==> src/rtl/dcache_controller.sv <==
// Direct-mapped write-back, write-allocate data cache: 64 one-word lines.
// Ports: req_* from memory stage, rsp_rdata/stall back, mem_* line traffic.
module dcache_controller (
  input  logic        clk,
  input  logic        rst_b,
  input  logic        req_valid,
  input  logic        req_we,
  input  logic        req_is_word,
  input  logic [31:0] req_addr,
  input  logic [31:0] req_wdata,
  output logic [31:0] rsp_rdata,
  output logic        stall,
  output logic        cache_hit,
  output logic        cache_dirty,
  output logic        mem_req,
  output logic        mem_we,
  output logic [31:0] mem_addr,
  output logic [31:0] mem_wdata,
  input  logic        mem_ack,
  input  logic [31:0] mem_rdata
);

  typedef enum logic [1:0] {
    IDLE, WRITEBACK, REFILL, DONE
  } state_t;

  state_t      state;
  logic [31:0] data_q [64];
  logic [23:0] tag_q  [64];
  logic [63:0] valid_q;
  logic [63:0] dirty_q;

  logic [5:0]  idx;
  logic [23:0] tag;
  logic [1:0]  lane;
  logic        hit;
  logic        victim_dirty;

  assign idx          = req_addr[7:2];
  assign tag          = req_addr[31:8];
  assign lane         = req_addr[1:0];
  assign hit          = valid_q[idx] && (tag_q[idx] == tag);
  assign victim_dirty = valid_q[idx] && dirty_q[idx];

  // Gated by rst_b so the pipeline is released while reset is held.
  assign stall = rst_b & req_valid & (state != DONE);

  function automatic logic [31:0] pick(
    input logic [31:0] w,
    input logic        is_word,
    input logic [1:0]  ln
  );
    logic [31:0] s;
    s = w >> {ln, 3'b000};
    return is_word ? w : {24'h0, s[7:0]};
  endfunction

  function automatic logic [31:0] merge(
    input logic [31:0] w,
    input logic [31:0] d,
    input logic        is_word,
    input logic [1:0]  ln
  );
    logic [31:0] m;
    m = w;
    if (is_word) m = d;
    else m[{ln, 3'b000} +: 8] = d[7:0];
    return m;
  endfunction

  always_ff @(posedge clk or negedge rst_b) begin
    if (!rst_b) begin
      state       <= IDLE;
      valid_q     <= '0;
      dirty_q     <= '0;
      cache_hit   <= 1'b0;
      cache_dirty <= 1'b0;
      mem_req     <= 1'b0;
      mem_we      <= 1'b0;
      mem_addr    <= '0;
      mem_wdata   <= '0;
      rsp_rdata   <= '0;
    end else begin
      unique case (state)
        IDLE: begin
          if (req_valid) begin
            cache_hit   <= hit;
            cache_dirty <= victim_dirty;
            if (hit) begin
              state     <= DONE;
              rsp_rdata <= pick(data_q[idx], req_is_word, lane);
            end else if (victim_dirty) begin
              state     <= WRITEBACK;
              mem_req   <= 1'b1;
              mem_we    <= 1'b1;
              mem_addr  <= {tag_q[idx], idx, 2'b00};
              mem_wdata <= data_q[idx];
            end else begin
              state    <= REFILL;
              mem_req  <= 1'b1;
              mem_we   <= 1'b0;
              mem_addr <= {tag, idx, 2'b00};
            end
          end
        end
        WRITEBACK: begin
          if (mem_ack) begin
            state    <= REFILL;
            mem_we   <= 1'b0;
            mem_addr <= {tag, idx, 2'b00};
          end
        end
        REFILL: begin
          if (mem_ack) begin
            state        <= DONE;
            mem_req      <= 1'b0;
            valid_q[idx] <= 1'b1;
            dirty_q[idx] <= 1'b0;
            rsp_rdata    <= pick(mem_rdata, req_is_word, lane);
          end
        end
        DONE: begin
          state <= IDLE;
          if (req_valid && req_we) dirty_q[idx] <= 1'b1;
        end
        default: state <= IDLE;
      endcase
    end
  end

  // Data and tag arrays carry no reset; valid bits guard them.
  always_ff @(posedge clk) begin
    if (state == REFILL && mem_ack) begin
      data_q[idx] <= mem_rdata;
      tag_q[idx]  <= tag;
    end else if (state == DONE && req_valid && req_we) begin
      data_q[idx] <= merge(data_q[idx], req_wdata, req_is_word, lane);
    end
  end

endmodule

==> config.mk <==
export PLATFORM = sky130hd
export DESIGN_NAME = dcache_controller
export DESIGN_NICKNAME = d
export VERILOG_FILES = /design/src/rtl/dcache_controller.sv
export SDC_FILE = /design/constraint.sdc
export NUM_CORES = 2
export LEC_CHECK = 0
export ABC_AREA = 1
export BUFFER_PORTS_ARGS = -buffer_cell sky130_fd_sc_hd__buf_2
export CAP_MARGIN = 20
export CORE_MARGIN = 4
export CORE_UTILIZATION = 30
export DETAILED_ROUTE_END_ITERATION = 8
export GPL_ROUTABILITY_DRIVEN = 0
export SLEW_MARGIN = 20
export SYNTH_ARGS = -nofsm -noshare
export SYNTH_HDL_FRONTEND = slang
export SYNTH_SLANG_ARGS = --single-unit
==> constraint.sdc <==
create_clock -name clk -period 4.91 [get_ports clk]
set_clock_uncertainty 0.2 [all_clocks]
set_input_delay 0.7365 -clock clk [delete_from_list [all_inputs] [get_ports clk]]
set_output_delay 0.7365 -clock clk [all_outputs]
set_load 0.005 [all_outputs]
# [Yosys cells after proc, flatten, opt, wreduce, memory -nomap -nowiden]
# Memories as Yosys holds them, arrays and structs flattened.
# Index checks and enable logic that the tools add are counted.
[totals] mem_count=2 inputBits=102 ramBits=3584 wordCells=101 out_inout_bits=101 ff_bits=230
[op_classes] addsub=1 n_bitwise=8 n_eq_ne=11 magnitude_cmp=2 n_mux=44 n_reduce_logical=19 shifts=4
[mem_list] memory="data_q" depth=64 width=32 rd=1 rd_clocked_by_memory_dff=0 wr=1 line_no="28" text="logic [31:0] data_q [64];"
[mem_list] memory="tag_q" depth=64 width=24 rd=1 rd_clocked_by_memory_dff=0 wr=1 line_no="29" text="logic [23:0] tag_q [64];"
[op_table] op="$mux 32" n=13
[op_table] op="$mux 64" n=2
[op_table] op="$or 64x64->64" n=2
[op_table] op="$pmux 32 s2" n=2
[op_table] op="$pmux 64 s2" n=1
[op_table] op="$and 64x64->64" n=1
[op_table] op="$not 64->64" n=1
[op_table] op="$shr 32x5->8" n=2
[op_table] op="$bwmux 32" n=1
[op_table] op="$shift 8x7->32 const A" n=1
[op_table] op="$shiftx 8x7->32" n=1
[op_table] op="$eq 24x24->1" n=1
[op_table] op="$reduce_and 4->1" n=4
[op_table] op="$mux 1" n=14
[op_table] op="$ne 2x2->1 const B" n=7
[op_table] op="$bmux 1 s6" n=2
[op_table] op="$mux 2" n=5
[op_table] op="$pmux 2 s4" n=1
[op_table] op="$logic_and 1x1->1" n=7
[op_table] op="$lt 6x7->1 const B" n=1
[op_table] op="$neg 5->7" n=1
[op_table] op="$demux 1 s6" n=1
[op_table] op="$ge 6x1->1 const B" n=1
[op_table] op="$reduce_and 3->1" n=2
[op_table] op="other kinds (9)" n=15

# [Depth between registers and ports, before layout]
[logic_depth] depth_word=8 mapped_depth=26

# [Worst setup path before layout]
# OpenSTA, ideal clock, no wires.
[synth_timing] path_kind="input port to flip-flop" from="input port req_addr[1]" to="memory data_q[0][16] (data pin)" setup_slack_ns=-1.411 n_path_buf=2 setup_time_ns=0.702 cell_stages=10 arrival_ns=5.419 required_time_ns=4.008 path_cell_list="clkbuf_1 -> clkinv_1 -> clkbuf_1 -> ha_1 -> inv_1 -> nor4_1 -> nand2_1 -> a21oi_1 -> a21oi_1 -> o21ai_0"
[synth_via] elab_chain_cells=7 elab_cells_between_ends=8 cone_classes="add/sub (1); shift (2); mux (5)"
[synth_lines] element="start, declared" line_no="9" text="input logic [31:0] req_addr,"
[synth_lines] element="$neg 5->7 (*)" line_no="67" text="else m[{ln, 3'b000} +: 8] = d[7:0];"
[synth_lines] element="$shiftx 8x7->32 / $shift 8x7->32 (equally long branches)" line_no="67"
[synth_lines] element="$bwmux 32 (*)" line_no="67"
[synth_lines] element="$mux 32 (*)" line_no="66" text="if (is_word) m = d;"
[synth_lines] element="$mux 32 (*)" line_no="136" text="end else if (state == DONE && req_valid && req_we) begin"
[synth_lines] element="$mux 32 (*)" line_no="133" text="if (state == REFILL && mem_ack) begin"
[synth_lines] element="$mux 32 (no line) (*)"
[synth_lines] element="end, declared" line_no="28"
# Every way passes the cells marked *; elsewhere a longest branch is shown, timed or not. The select of a mux whose other input is x is not followed.

# [Worst setup path in the final report]
[layout_timing] from="input port req_addr[7]" to="register mem_addr[30]"
[layout_via] elab_chain_cells=7 elab_cells_between_ends=14 cone_classes="eq/ne (2); mux (8); reduce/logical (3); memory (1)"
[layout_lines] element="branches (longest 7 deep; another with $mem_v2 64x24)"
[layout_lines] element="end signal, assigned" line_no="96" text="mem_addr <= {tag_q[idx], idx, 2'b00};"
[layout_lines] element="end signal, assigned" line_no="102" text="mem_addr <= {tag, idx, 2'b00};"
[layout_lines] element="end signal, assigned" line_no="110" text="mem_addr <= {tag, idx, 2'b00};"
[layout_lines] element="end, declared" line_no="17" text="output logic [31:0] mem_addr,"
# Parallel ways; which one is timed is not known. The select of a mux whose other input is x is not followed.
# A chain may end at the register's enable or synchronous reset.

==> reports/metrics.yaml <==
status: "finished, final reports clean"
rsz0062_at_grt: "false"
worstPathRequired_ps: 5580
fin_ws_ps: 689
rows: 260
worst_path_max_delay_cell: "buf_4"
syn_inst: 12196
cts_made_buffers: 381
layout-drive-gt1-share_pct: 13.8
power.internal_mw: 55.7
drt_drc_violations_left: 0
crit_path_frequent_cell: "nand2_1"
hold_violations: 0
route.met2.wl_um: 227000
start_util_pct: 30.2
dp_hpwl_um: 300000
cp_cell_sequence: "dlygate4sd3_1 -> buf_2 -> inv_1 -> nor3_2 -> buf_12 -> buf_4 -> nand2_1 -> nand2_1 -> nor2_1 -> nand2_1 -> nand3b_1 -> buf_12 -> inv_2 -> nand2_1 -> nand2_1 -> nand3_1 -> nand2_1"
clock_path_buffers: 4
period_minus_slack_ps: 4220
syn_area_per_cell_sq_um: 12.4
vias: 101561
pwr_density_cell_nw_per_um2: 408
instances_no_fill: 19951
setup_tns_ps: 0
nets: 13055
async_reset_ff_share_pct: 5.98
clkTransAtPathRegs_ps: 60
yosysUniqueCellTypes: 42
synth-edff-count: 3584
final_cell_mix: "3,584 x edfxtp_1, 3,413 x nand2_1, 829 x inv_1, 822 x nor2_1, 510 x buf_4"
worstPathMaxFanout: 34
ioPinCount: 203
dr.pass1.iters: 9
areaGrowthSynthToFinish_pct: 19.4
synth_seq_cells: 3812
cts-root-buf: "clkbuf_16"
holdWs_ps: 56.3
grt_pass1_vias: 95546
core_area_sq_um: 503000
post-route-util_pct: 36.1
synth_warnings: 0
top_layer: "met5"
dp.cells: 19219
worstMarginPinSlew_ps: 1010
power.switching_mw: 18.3
seqPwrFrac_pct: 50.3
timing.critical_path.buf_inv: 7
maxCapViolations: 0
post_cts_resized: 0
grt_overflow: 0
fp.dieW_um: 719
final_area_sq_um: 181000
synth_ff_type: "edfxtp_1"
grt_usage_pct: 18.3
drt-wirelength-per-cell_um: 24.7
grt_max_degree: 101
combPwrFrac_pct: 10.2
setup_viol: 0
vdd_drop_max_v: 0.000398
dr_wl_met3_um: 44500
dieArea_sq_um: 517000
cts.sinks: 3812
place_area_sq_um: 169000
critPathKind: "input port to flip-flop"
slew_viol_final: 0
portBuffers: 200
die_height_um: 719
relSlewSlack_pct: 32.8
critPathLaunchType: "input port"
pre_cts_ws_ps: -12.0
arrival_ps: 4890
routed_via_density: 5.09
fin_crit_sh_pct: 86.0
worstSkewPairLatency_ps: 970
critPathCaptureType: "flip-flop"
seq_area_frac_synth_pct: 74.7
grt_antenna_before_repair: 24
drt_iter0_drc: 13095
wl_met1_um: 199000
h-tree-depth: 5
cp_slowest_stage_delay_ps: 550
grt_pass1_wl_um: 700000
cts_tree: "built"
wl_um: 492000
p_total_mw: 73.9
hp-class: "input port to flip-flop"
crit_family: "buffers and inverters"
postRouteAntennaNets: 0
leakage_nw: 66.4
clockPowerShare_pct: 39.5
swShare_pct: 24.7
netlist_area_sq_um: 152000
final_common_cell: "edfxtp_1"
fmax_ghz: 0.237
## synthesized netlist by cell type, types with 5 or more instances
cell | number | area [sq um]
a31oi_1 | 65 | 407
nand2_1 | 3417 | 12800
edfxtp_1 | 3584 | 108000
buf_6 | 24 | 270
a221oi_1 | 224 | 1960
nor2_1 | 956 | 3590
o2111ai_1 | 22 | 193
ha_1 | 9 | 113
o21ai_0 | 442 | 2210
o21ai_1 | 271 | 1360
a21oi_1 | 208 | 1040
or2_1 | 50 | 313
a22o_1 | 66 | 578
nor2_2 | 5 | 31.3
clkbuf_1 | 203 | 762
buf_1 | 62 | 233
nand4_1 | 151 | 945
or2_0 | 8 | 50.1
buf_4 | 73 | 548
clkinv_1 | 7 | 26.3
buf_2 | 280 | 1400
o31ai_1 | 17 | 128
nand2_2 | 6 | 37.5
nand3b_1 | 18 | 135
a22oi_1 | 231 | 1730
nand3_1 | 363 | 1820
inv_1 | 831 | 3120
nor3_1 | 9 | 45.0
dfrtp_1 | 228 | 5710
o211ai_1 | 228 | 1710
or2_2 | 114 | 713
inv_2 | 13 | 48.8
## worst paths after layout
kind                               start             to  slack (ps)  cells past startpoint
max                          req_addr[7]   mem_addr[30]         690                     17
min                         req_addr[30]  tag_q[20][22]          60                      1
max reg2reg                tag_q[32][12]  rsp_rdata[18]        1120                     19
min reg2reg                  valid_q[56]    valid_q[56]         250                      2
max in group asynchronous          rst_b   mem_addr[24]        2470                      4
min in group asynchronous          rst_b   mem_addr[27]         570                      3
## worst register-to-register path, stage by stage (launching register included)
cell      delay [ps]
edfxtp_1         350
or2_2            280
o211ai_1         100
nand2_1           80
o21ai_1          200
nand2_1          200
nor2_1           580
nand2_1          160
nand2_1           90
nand2_1           50
nor2_1           100
nand3_1          160
nor2_4           140
nand2_2          260
nand2_2          180
nand2_2           70
buf_12           150
buf_4            190
nand2_1           70
o21ai_1           70
## cells by family after synthesis
group	Yosys count	share of synthesized area (%)
compound gates	1779	7.49
simple gates	5101	13.5
flops	3812	74.7
other cells	1	0.00247
buf+inv	1494	4.23
fa+ha+maj	9	0.0742
## layer usage
| layer | GRT usage, % | vias to the layer above |
|---|---|---|
| li1 | - | 44399 |
| met1 | 25.2 | 50936 |
| met2 | 29.3 | 5308 |
| met3 | 2.62 | 912 |
| met4 | 6.92 | 6 |
| met5 | 0 | - |
## registers in the layout, indices dropped and copies added (netlist names), named ones only
signal       count
cache_dirty      1
data_q        2048
tag_q         1536
mem_req          1
state            2
mem_addr        30
cache_hit        1
mem_wdata       32
mem_we           1
valid_q         64
rsp_rdata       32
## layout make-up
| class | instances | area (sq um) |
|---|---|---|
| clock inverters | 200 | 2200 |
| fillers | 47964 | 321000 |
| multi-input cells | 6891 | 33400 |
| inverters | 851 | 3220 |
| clock buffers | 491 | 10100 |
| repair buffers | 1007 | 10600 |
| flip-flops and latches | 3812 | 113000 |
| well taps | 6681 | 8360 |
| diodes | 18 | 45.0 |
## power by group through the flow
stage                     clock network (mW)  logic, mW  registers, mW
after floorplan                            0       3.55           37.8
after global placement                     0       7.41           37.8
after detailed placement                   0       7.47           37.8
after CTS                               29.5       7.50           37.2
after global routing                    30.9       8.09           37.2
final                                   29.2       7.56           37.2
## what timing repair did
| action | in CTS | in global routing |
|---|---|---|
| endpoints found under the setup margin | 0 | 0 |
| setup buffers | 0 | 0 |
| endpoints found under the hold margin | 191 | 0 |
| hold buffers | 23 | 0 |
(Power assumes the default switching activity.)
